===== config.mk =====
export PLATFORM = sky130hd
export DESIGN_NAME = lz77_dec
export DESIGN_NICKNAME = d
export VERILOG_FILES = /design/src/rtl/lz77_dec.sv
export SDC_FILE = /design/constraint.sdc
export NUM_CORES = 1
export LEC_CHECK = 0
export BUFFER_PORTS_ARGS = -buffer_cell sky130_fd_sc_hd__buf_2
export CAP_MARGIN = 20
export CORE_ASPECT_RATIO = 0.7
export CORE_MARGIN = 2
export CORE_UTILIZATION = 45
export DETAILED_ROUTE_END_ITERATION = 12
export PLACE_DENSITY = 0.74
export SYNTH_ARGS = -nofsm -noshare
export SYNTH_HDL_FRONTEND = slang
export SYNTH_SLANG_ARGS = --single-unit

===== constraint.sdc =====
create_clock -name clk -period 7.7 [get_ports clk]
set_clock_uncertainty 0.2 [all_clocks]
set_input_delay 0.77 -clock clk [delete_from_list [all_inputs] [get_ports clk]]
set_output_delay 0.77 -clock clk [all_outputs]
set_load 0.01 [all_outputs]

===== src/rtl/lz77_dec.sv =====
// lz77_dec: LZ77 token decoder with a shift-register search buffer and an IDLE/COPY/LIT FSM.
module lz77_dec #(
  parameter int SBUF_DEPTH = 9
) (
  input  logic        clk,
  input  logic        reset,
  input  logic        code_valid,
  input  logic [3:0]  offset,
  input  logic [2:0]  match_len,
  input  logic [7:0]  char_nxt,
  output logic        code_ready,
  output logic        char_valid,
  output logic [7:0]  char_out,
  output logic [11:0] char_cnt,
  output logic        finish,
  output logic        err
);
  typedef enum logic [1:0] {IDLE, COPY, LIT} state_t;
  state_t state, state_nxt;
  logic [7:0] sbuf [SBUF_DEPTH];
  logic [7:0] sbuf_ext [16];
  logic [3:0] off_l;
  logic [2:0] rem;
  logic [7:0] char_l, last_char, cur_char;
  logic oor, accept;
  // Pad the buffer to the full 4-bit offset range so out-of-range reads yield zero.
  genvar i;
  for (i = 0; i < 16; i++) begin : g_ext
    if (i < SBUF_DEPTH) begin : g_in
      assign sbuf_ext[i] = sbuf[i];
    end else begin : g_out
      assign sbuf_ext[i] = 8'h00;
    end
  end
  assign oor        = int'(off_l) >= SBUF_DEPTH;
  assign accept     = state == IDLE && code_valid;
  assign code_ready = state == IDLE;
  assign char_valid = state != IDLE;
  assign cur_char   = state == COPY ? (oor ? 8'h00 : sbuf_ext[off_l]) : char_l;
  assign char_out   = char_valid ? cur_char : last_char;
  assign finish     = state == LIT && char_l == 8'h24;
  always_comb begin
    state_nxt = state == IDLE ? (code_valid ? (match_len != 3'd0 ? COPY : LIT) : IDLE) :
                state == COPY ? (rem == 3'd1 ? LIT : COPY) : IDLE;
  end
  always_ff @(posedge clk or posedge reset) begin
    if (reset) state <= IDLE;
    else state <= state_nxt;
  end
  always_ff @(posedge clk or posedge reset) begin
    if (reset) begin
      off_l     <= 4'd0;
      rem       <= 3'd0;
      char_l    <= 8'h00;
      last_char <= 8'h00;
      char_cnt  <= 12'd0;
      err       <= 1'b0;
      for (int k = 0; k < SBUF_DEPTH; k++) sbuf[k] <= 8'h00;
    end else begin
      if (accept) begin
        off_l  <= offset;
        rem    <= match_len;
        char_l <= char_nxt;
      end
      if (state == COPY) rem <= rem - 3'd1;
      if (char_valid) last_char <= cur_char;
      if (state == COPY && oor) err <= 1'b1;
      if (finish) begin
        char_cnt <= 12'd0;
        for (int k = 0; k < SBUF_DEPTH; k++) sbuf[k] <= 8'h00;
      end else if (char_valid) begin
        sbuf[0] <= cur_char;
        for (int k = SBUF_DEPTH - 1; k > 0; k--) sbuf[k] <= sbuf[k-1];
        if (cur_char != 8'h24) char_cnt <= char_cnt + 12'd1;
      end
    end
  end
endmodule


==> run metrics, run 1 <==
outcome completed; Root Driver clkbuf_16; first-pass GRT wire length 20600 microns; Seq/Total Area, Yosys 51.4%; detailed-route via count 4217; synth top area cells dfrtp_1 (51%), nand2_1 (11%), a21oi_1 (6.3%); commonest cells after routing, fill and taps aside nand2_1 (151), dfrtp_1 (110), a21oi_1 (67); worst path arrival time 2.90 ns; DRC 0; final worst setup slack 3.83 ns; ANT nets after route 0; share of layout cells above drive strength 1 16.6%; DR iter-0 viols 448; htree depth 3; dpl hpwl 8160 microns; clock input transition at the sequential cells of the worst setup and hold paths 0.07 ns; WS Path Type flop to output port; worst vdd ir 0.227 mV; Worst-Skew Late Latency 0.35 ns; final hold violations 0; Post-synth ARST share 100%; Rel. slew slack 24.6%; initial antenna violation count 0; leak pwr 2.59 nW; diode count 0; GRT Residual Overflow 0; pre-CTS worst setup slack 4.22 ns; PwrDens 472 nW/um^2; synthesized area 5360 sq um; PortBufs 41; pin count of the biggest net entering global routing 88; Filler cells 1049; Initial Util 46.0%; FF/Latch Area 2750 sq um; gpl congestion 0.881; hold_buf cts 0; min Tclk post-route 3.87 ns; clock buffer depth 2; Cells after DPL 719; RSZ-0062 raised after global routing no; flops & latches, synth 110; routed vias/inst 5.74; Final Cycle Share 50.3%; commonest non-fill, non-tap cell in the layout nand2_1; setup TNS 0 ns; overall routing resource usage 20.8%; Unique masters post-synth 51; vias in the first global route 3928; Final setup violation count 0; Rows 33; final WL 12500 microns; Syn Area/Cell 9.62 sq um; syn nets 578; fmax 258 MHz; top cell type's share of synthesized area 51.4%; final std cell area, no fill 5880 sq um; Die X 134 microns; full die area 12800 sq um; CTS sink cnt 110; Final Non-Filler Cells 735; # resized after CTS 0; per-cell routed wire length 17.1 microns; Placement Cell Area 5580 sq um; die height 95.3 microns; YS warnings 0; Cells after Synth 557; CTS tree yes; Nets 594; Pins Over Slew Limit 0; # Max-Cap Violations 0; I/O Pins 42; HP Class flop to flop; area of the multi-input gates 2350 sq um; post-CTS setup buffer count 0; WP data required 6.73 ns; total power 0.00278 W; top_reg_cell synth dfrtp_1; Slew @ Worst Pin 1.13 ns; Inserted Clock Buffers 9; CP max FO 87; EDFF count, synth 0; area leader, netlist dfrtp_1; CORE AREA 11600 sq um; 1st-pass router iterations 5; CP Capture Type output port; Area Growth Syn to Fin 9.81%; CP Launch Type flop
## sequential cells by signal, indices dropped and copies added (netlist names)
signal     cells
off_l          4
rem            3
last_char      8
err            1
char_cnt      12
char_l         8
sbuf          72
state          2
## per-layer routing
layer / global-route usage (%) / vias to the layer above / wire length (microns)
met5: 0 / - / 0
met4: 5.88 / 0 / 212
met3: 6.49 / 20 / 975
met2: 28.3 / 144 / 5310
met1: 31.7 / 2094 / 6050
li1: - / 1959 / -
## worst max-delay path, stage by stage, from the launching register on
cell     delay (ns)
dfrtp_1        0.42
or2_2          0.31
buf_4          0.36
inv_2          0.23
buf_4          0.66
nor2_1         0.17
nor2_1         0.18
buf_2          0.15
## power by group
part	total, W	internal [W]	switching, W
clock network	0.000471	0.000261	0.000209
registers	0.00111	0.000831	0.000283
logic	0.00119	0.000514	0.000677
total	0.00278	0.00161	0.00117
## kinds of logic after synthesis
kind of cell | Yosys count | share of synthesized area, %
xor gates and xnor gates | 1 | 0.164
buffers and inverters | 50 | 4.70
AOI/OAI and AO/OA | 114 | 13.2
DFF | 110 | 51.4
and+or+nand+nor | 241 | 20.1
muxes | 38 | 9.72
adders and majority gates | 3 | 0.701
## cell type report
type	instances	area share, %
flip-flops and latches	110	46.8
multi-input cells	397	40.0
clock buffers	11	4.13
repair buffers	46	4.13
well taps	157	3.34
clock inverters	5	1.00
inverters	9	0.617
## worst paths after layout
path	slack, ns	startpoint	to	cells past startpoint
min in group asynchronous	0.33	reset	char_cnt[1]	2
max	3.83	state[0]	char_out[1]	7
max reg2reg	4.40	off_l[0]	char_cnt[10]	6
min reg2reg	0.28	err	err	1
max in group asynchronous	5.78	reset	off_l[1]	3
min	0.28	err	err	1
## synthesized netlist by cell type (2+ instances only)
cell and count:
nand2_1 151, dfrtp_1 110, a21oi_1 67, nor2_1 32, clkbuf_1 24, nand3_1 21
mux2i_1 16, mux2_2 12, mux4_2 10, o211ai_1 10, inv_1 9, buf_1 8
buf_6 6, o21a_1 6, or4_1 6, a22oi_1 5, a32oi_1 5, nor2b_1 5
o21ai_0 5, or3_1 4, a2bb2oi_2 3, ha_1 3, a31oi_1 2, and2_1 2
and3_1 2, buf_2 2, nand2b_1 2, nor4_1 2, nor4_2 2, o21ai_1 2
o311ai_0 2, or2_2 2
## per-stage QoR
step	util (%)	hold WS, ns
2_1_floorplan	-	0.281
3_3_place_gp	47.9	0.262
3_5_place_dp	47.9	0.265
4_1_cts	50.5	0.284
5_1_grt	50.5	0.305
6_report	50.5	0.284
Note: power is estimated with default switching activity, not from simulation.
==> run 2, diff against run 1 <==
- clock period: 7.7 -> 3.7 ns (I/O delays scaled with it)
==> run 2 against run 1 <==
  * Setup slack lost 3.4 ns
  * Core utilization increased by 0.74 points
  * Cell area increased by 1.5%
  * Cell count rose by 0.82%
  * Register-to-register slack got worse by 3.8 ns
  * Clock power up 110%
==> run metrics, run 2 (synthesis results as in run 1) <==
outcome completed; pre-CTS worst setup slack 0.614 ns; Min-Delay Path Depth 2; ANT nets after route 0; PwrDens 987 nW/um^2; Crit path depth 7; final hold violations 0; Inserted Clock Buffers 9; die height 95.3 microns; per-cell routed wire length 17.3 microns; top flop regs sbuf x72, char_cnt x12; Initial Util 46.0%; Critical Path Max Stage Delay 0.63 ns; initial antenna violation count 0; DR iter-0 viols 475; area of the multi-input gates 2350 sq um; min Tclk post-route 3.32 ns; CTS tree yes; Critical Path Slowest Stage Cell dfrtp_1; worst path arrival time 2.75 ns; R2R cell count 7; CP max FO 9; Worst-Skew Late Latency 0.35 ns; Pins Over Slew Limit 0; final WL 12800 microns; Int Pwr 0.00346 W; Die X 134 microns; clock input transition at the sequential cells of the worst setup and hold paths 0.07 ns; CP Launch Type flop; Comb power frac 44.5%; Filler cells 1055; share of layout cells above drive strength 1 17.1%; CORE AREA 11600 sq um; WP data required 3.13 ns; Rows 33; diode count 0; worst-path cell chain buf_4 > mux4_2 > a222oi_1 > nand2_1 > nor2_1 > nor2_1 > buf_2; setup TNS 0 ns; family with the most delay on the worst path flip-flops; CTS sink cnt 110; 1st-pass router iterations 6; CP most frequent cell nor2_1; final worst setup slack 0.381 ns; Slew @ Worst Pin 0.633 ns; clock buffer depth 2; pin count of the biggest net entering global routing 87; final std cell area, no fill 5970 sq um; Root Driver clkbuf_16; htree depth 3; FF-to-FF setup slack 0.63 ns; I/O Pins 42; HP Class input pin to flop; clock share of power 16.9%; Area Growth Syn to Fin 11.4%; # Max-Cap Violations 0; Largest register FFs 72; gpl congestion 0.834; routed vias/inst 5.75; Worst Path Buf+Inv 2; PortBufs 41; GRT Residual Overflow 0; Sw Share 41.3%; worst vdd ir 0.550 mV; dpl hpwl 8820 microns; WS Path Type flop to output port; commonest cells after routing, fill and taps aside nand2_1 (151), dfrtp_1 (110), a21oi_1 (67); detailed-route via count 4264; Final setup violation count 0; Placement Cell Area 5670 sq um; Nets 603; DRC 0; Final Cycle Share 89.7%; Seq pwr share 38.7%; most flop-heavy register sbuf; Final Util 51.3%; RSZ-0062 raised after global routing no; commonest non-fill, non-tap cell in the layout nand2_1; fmax 301 MHz; Rel. slew slack 57.8%; FF/Latch Area 2750 sq um; first-pass GRT wire length 21200 microns; total power 0.00589 W; overall routing resource usage 21.4%; CP Capture Type output port; Psw 0.00243 W; vias in the first global route 4000; full die area 12800 sq um; leak pwr 2.64 nW
==> run 2: routing by layer <==
layer / share of wire [%] / track usage (%) / vias up / routed length (microns)
met5: 0 / 0 / - / 0
li1: - / - / 1973 / -
met3: 8.2 / 5.90 / 16 / 1050
met2: 43 / 31.0 / 175 / 5470
met4: 1.1 / 4.82 / 0 / 144
met1: 48 / 32.0 / 2100 / 6120
==> run 2: worst paths after layout <==
path                                  start           end
worst max-delay path               off_l[0]   char_out[4]
worst min-delay path            char_nxt[7]     char_l[7]
worst max register to register     off_l[0]  char_cnt[10]
worst min register to register          err           err
max in group asynchronous             reset        rem[0]
min in group asynchronous             reset  last_char[4]
==> run 2: power groups by stage <==
| stage | sequential [W] | combinational [W] | clock, W |
|---|---|---|---|
| 4_1_cts | 0.00226 | 0.00261 | 0.00100 |
| 3_3_place_gp | 0.00226 | 0.00251 | 0 |
| 2_1_floorplan | 0.00206 | 0.00206 | 0 |
| 5_1_grt | 0.00234 | 0.00292 | 0.00105 |
| 3_5_place_dp | 0.00228 | 0.00260 | 0 |
| 6_report | 0.00228 | 0.00262 | 0.000993 |
==> run 2: area by class of cell <==
class	count	share of cell area, %
Timing Repair Buffer	55	5.66
Inverter	9	0.608
Multi-Input combinational cell	397	39.4
Clock buffer	11	3.90
Sequential cell	110	46.1
Tap cell	157	3.29
Clock inverter	2	1.01
==> run 2: repair_timing <==
action	4_1_cts	5_1_grt
gates resized for setup	0	0
hold buffers	1	0
setup buffers	0	0
endpoints found under the hold margin	46	0
==> run 2: metrics by stage <==
step,instances,hold slack (ns)
finish,741,0.0505
global route,741,0.0465
CTS,741,0.0466
detailed placement,727,0.261
global placement,727,0.267
floorplan,557,0.281
==> run 3, diff against run 2 <==
--- a/config.mk
+++ b/config.mk
@@ -6,4 +6,5 @@
 export NUM_CORES = 1
 export LEC_CHECK = 0
+export ABC_AREA = 1
 export BUFFER_PORTS_ARGS = -buffer_cell sky130_fd_sc_hd__buf_2
 export CAP_MARGIN = 20
@@ -11,4 +12,5 @@
 export CORE_MARGIN = 2
 export CORE_UTILIZATION = 45
+export CTS_CLUSTER_DIAMETER = 200
 export DETAILED_ROUTE_END_ITERATION = 12
 export PLACE_DENSITY = 0.74
==> constraint.sdc (replaced) <==
create_clock -name clk -period 3.7 [get_ports clk]
set_clock_uncertainty 0.2 [all_clocks]
set_input_delay 0.37 -clock clk [delete_from_list [all_inputs] [get_ports clk]]
set_output_delay 0.37 -clock clk [all_outputs]
set_load 0.05 [all_outputs]
==> run 3 against run 2 <==
  * Setup slack improved by 0.089 ns
  * Critical endpoint unchanged
  * Largest cell class unchanged
  * Largest power group unchanged
  * First-iteration DRC count fell by 20%
  * Area after synthesis is 3.8% higher
==> run metrics, run 3 <==
hold_buf cts 1; diode count 0; CP Capture Type output port; Syn Area/Cell 7.31 sq um; CP max FO 21; share of layout cells above drive strength 1 9.80%; synthesized area 5560 sq um; total power 0.00595 W; Final Non-Filler Cells 943; WS Path Type flop to output port; Int Pwr 0.00302 W; clock buffer depth 2; commonest cells after routing, fill and taps aside nand2_1 (209), nor2_1 (149), dfrtp_1 (110); Initial Util 46.8%; EDFF count, synth 0; 1st-pass router iterations 5; DRC 0; top cell type's share of synthesized area 49.5%; synth cell count leaders nand2_1 (209), nor2_1 (150), dfrtp_1 (110); Placement Cell Area 5840 sq um; Cells after Synth 761; final WL 12600 microns; Post-synth ARST share 100%; routed vias/inst 5.02; worst path arrival time 2.66 ns; commonest non-fill, non-tap cell in the layout nand2_1; Nets 802; most frequent cell after synthesis nand2_1; clock share of power 15.7%; final hold violations 0; Seq/Total Area, Yosys 49.5%; Die X 137 microns; flops & latches, synth 110; Cells after DPL 926; Inserted Clock Buffers 9; # Max-Cap Violations 0; most flop-heavy register sbuf; first-pass GRT wire length 21400 microns; Rows 33; PwrDens 970 nW/um^2; overall routing resource usage 20.2%; top_reg_cell synth dfrtp_1; full die area 13300 sq um; Psw 0.00292 W; vias in the first global route 4217; final std cell area, no fill 6130 sq um; outcome completed; Rel. slew slack 49.1%; worst vdd ir 0.674 mV; setup TNS 0 ns; Pins Over Slew Limit 0; Comb power frac 49.5%; HP Class input pin to flop; die height 97 microns; Worst-Skew Late Latency 0.35 ns; initial antenna violation count 0; fmax 310 MHz; min Tclk post-route 3.23 ns; Area Growth Syn to Fin 10.3%; ANT nets after route 0; Sw Share 49.1%; synth top area cells dfrtp_1 (50%), nand2_1 (14%), nor2_1 (10%); pin count of the biggest net entering global routing 73; YS warnings 0; per-cell routed wire length 13.3 microns; DR iter-0 viols 380; GRT Residual Overflow 0; CORE AREA 11900 sq um; Root Driver clkbuf_16; RSZ-0062 raised after global routing no; Largest register FFs 72; leak pwr 3.14 nW; syn nets 782; CP Launch Type flop; dpl hpwl 8340 microns; CTS tree yes; Slew @ Worst Pin 0.764 ns; gpl congestion 0.818; detailed-route via count 4733; PortBufs 41; Final Cycle Share 87.3%; I/O Pins 42; area leader, netlist dfrtp_1; Seq pwr share 34.9%; top flop regs sbuf x72, char_cnt x12; CTS sink cnt 110; htree depth 3; worst hold slack 0.00642 ns; WP data required 3.13 ns; Final setup violation count 0; clock input transition at the sequential cells of the worst setup and hold paths 0.07 ns; Unique masters post-synth 33; post-CTS setup buffer count 0; # resized after CTS 0
[run 3: changes by cell type after synthesis, sizes merged, moves of 16 or more]
| cell | before | now |
|---|---|---|
| nor2 | 32 | 152 |
| inv | 9 | 72 |
| nand2 | 151 | 210 |
| nand3 | 21 | 42 |
| o21ai | 7 | 26 |
| mux2i | 16 | 0 |
[run 3: worst paths after layout]
path	start	to	slack [ns]	cells after the start
max	off_l[0]	char_out[4]	0.47	11
min	char_nxt[0]	char_l[0]	0.006	3
max reg2reg	off_l[0]	char_cnt[9]	0.86	13
min reg2reg	last_char[5]	last_char[5]	0.28	2
max in group asynchronous	reset	char_l[5]	1.97	4
min in group asynchronous	reset	state[1]	0.50	3
[run 3: worst max-delay path, stage by stage (launching register included)]
cell	delay [ns]
dfrtp_1	0.76
inv_4	0.23
nor2_2	0.32
nand2_1	0.09
nand3_1	0.10
nand2_1	0.06
nand3_1	0.08
nand2_1	0.11
nand2_1	0.09
nand2_1	0.06
nand2_1	0.13
buf_2	0.28
[run 3: cell type report]
cell class / instances / area [sq um]
Multi-Input combinational cell: 536 / 2340
Inverter: 74 / 283
Clock inverter: 7 / 56.3
Tap cell: 157 / 196
Sequential cell: 110 / 2750
Fill cell: 1197 / 5760
Timing Repair Buffer: 50 / 275
Clock buffer: 9 / 225
[run 3: kinds of logic (layout without fill, tap and decap cells)]
family | Yosys count | after routing | synth area share, %
adder cells (fa/ha/maj) | 3 | 3 | 0.675
flip-flops | 110 | 110 | 49.5
buffers and inverters | 115 | 140 | 8.66
AO/OA/AOI/OAI | 109 | 109 | 10.3
AND/OR/NAND/NOR | 419 | 419 | 30.1
XOR/XNOR | 5 | 5 | 0.788
[run 3: through the flow]
| stage | setup slack (ns) | utilization [%] |
|---|---|---|
| after floorplan | 0.228 | - |
| after global placement | 0.890 | 49.1 |
| after detailed placement | 0.886 | 49.1 |
| after CTS | 0.467 | 51.6 |
| after global routing | 0.237 | 51.6 |
| final | 0.470 | 51.6 |
[run 3: routing by layer]
layer	vias up	part of all wire (%)	GRT usage [%]
met5	-	0	0
met2	144	40	26.0
met1	2151	53	34.1
met4	0	0.92	4.92
li1	2422	-	-
met3	16	6.2	3.88
[run 3: power groups by stage]
stage               Sequential [W]  Clock (W)  Combinational [W]
detailed placement         0.00208          0            0.00293
CTS                        0.00206   0.000954            0.00295
finish                     0.00207   0.000932            0.00294
floorplan                  0.00200          0            0.00238
global placement           0.00207          0            0.00290
global route               0.00213    0.00100            0.00334
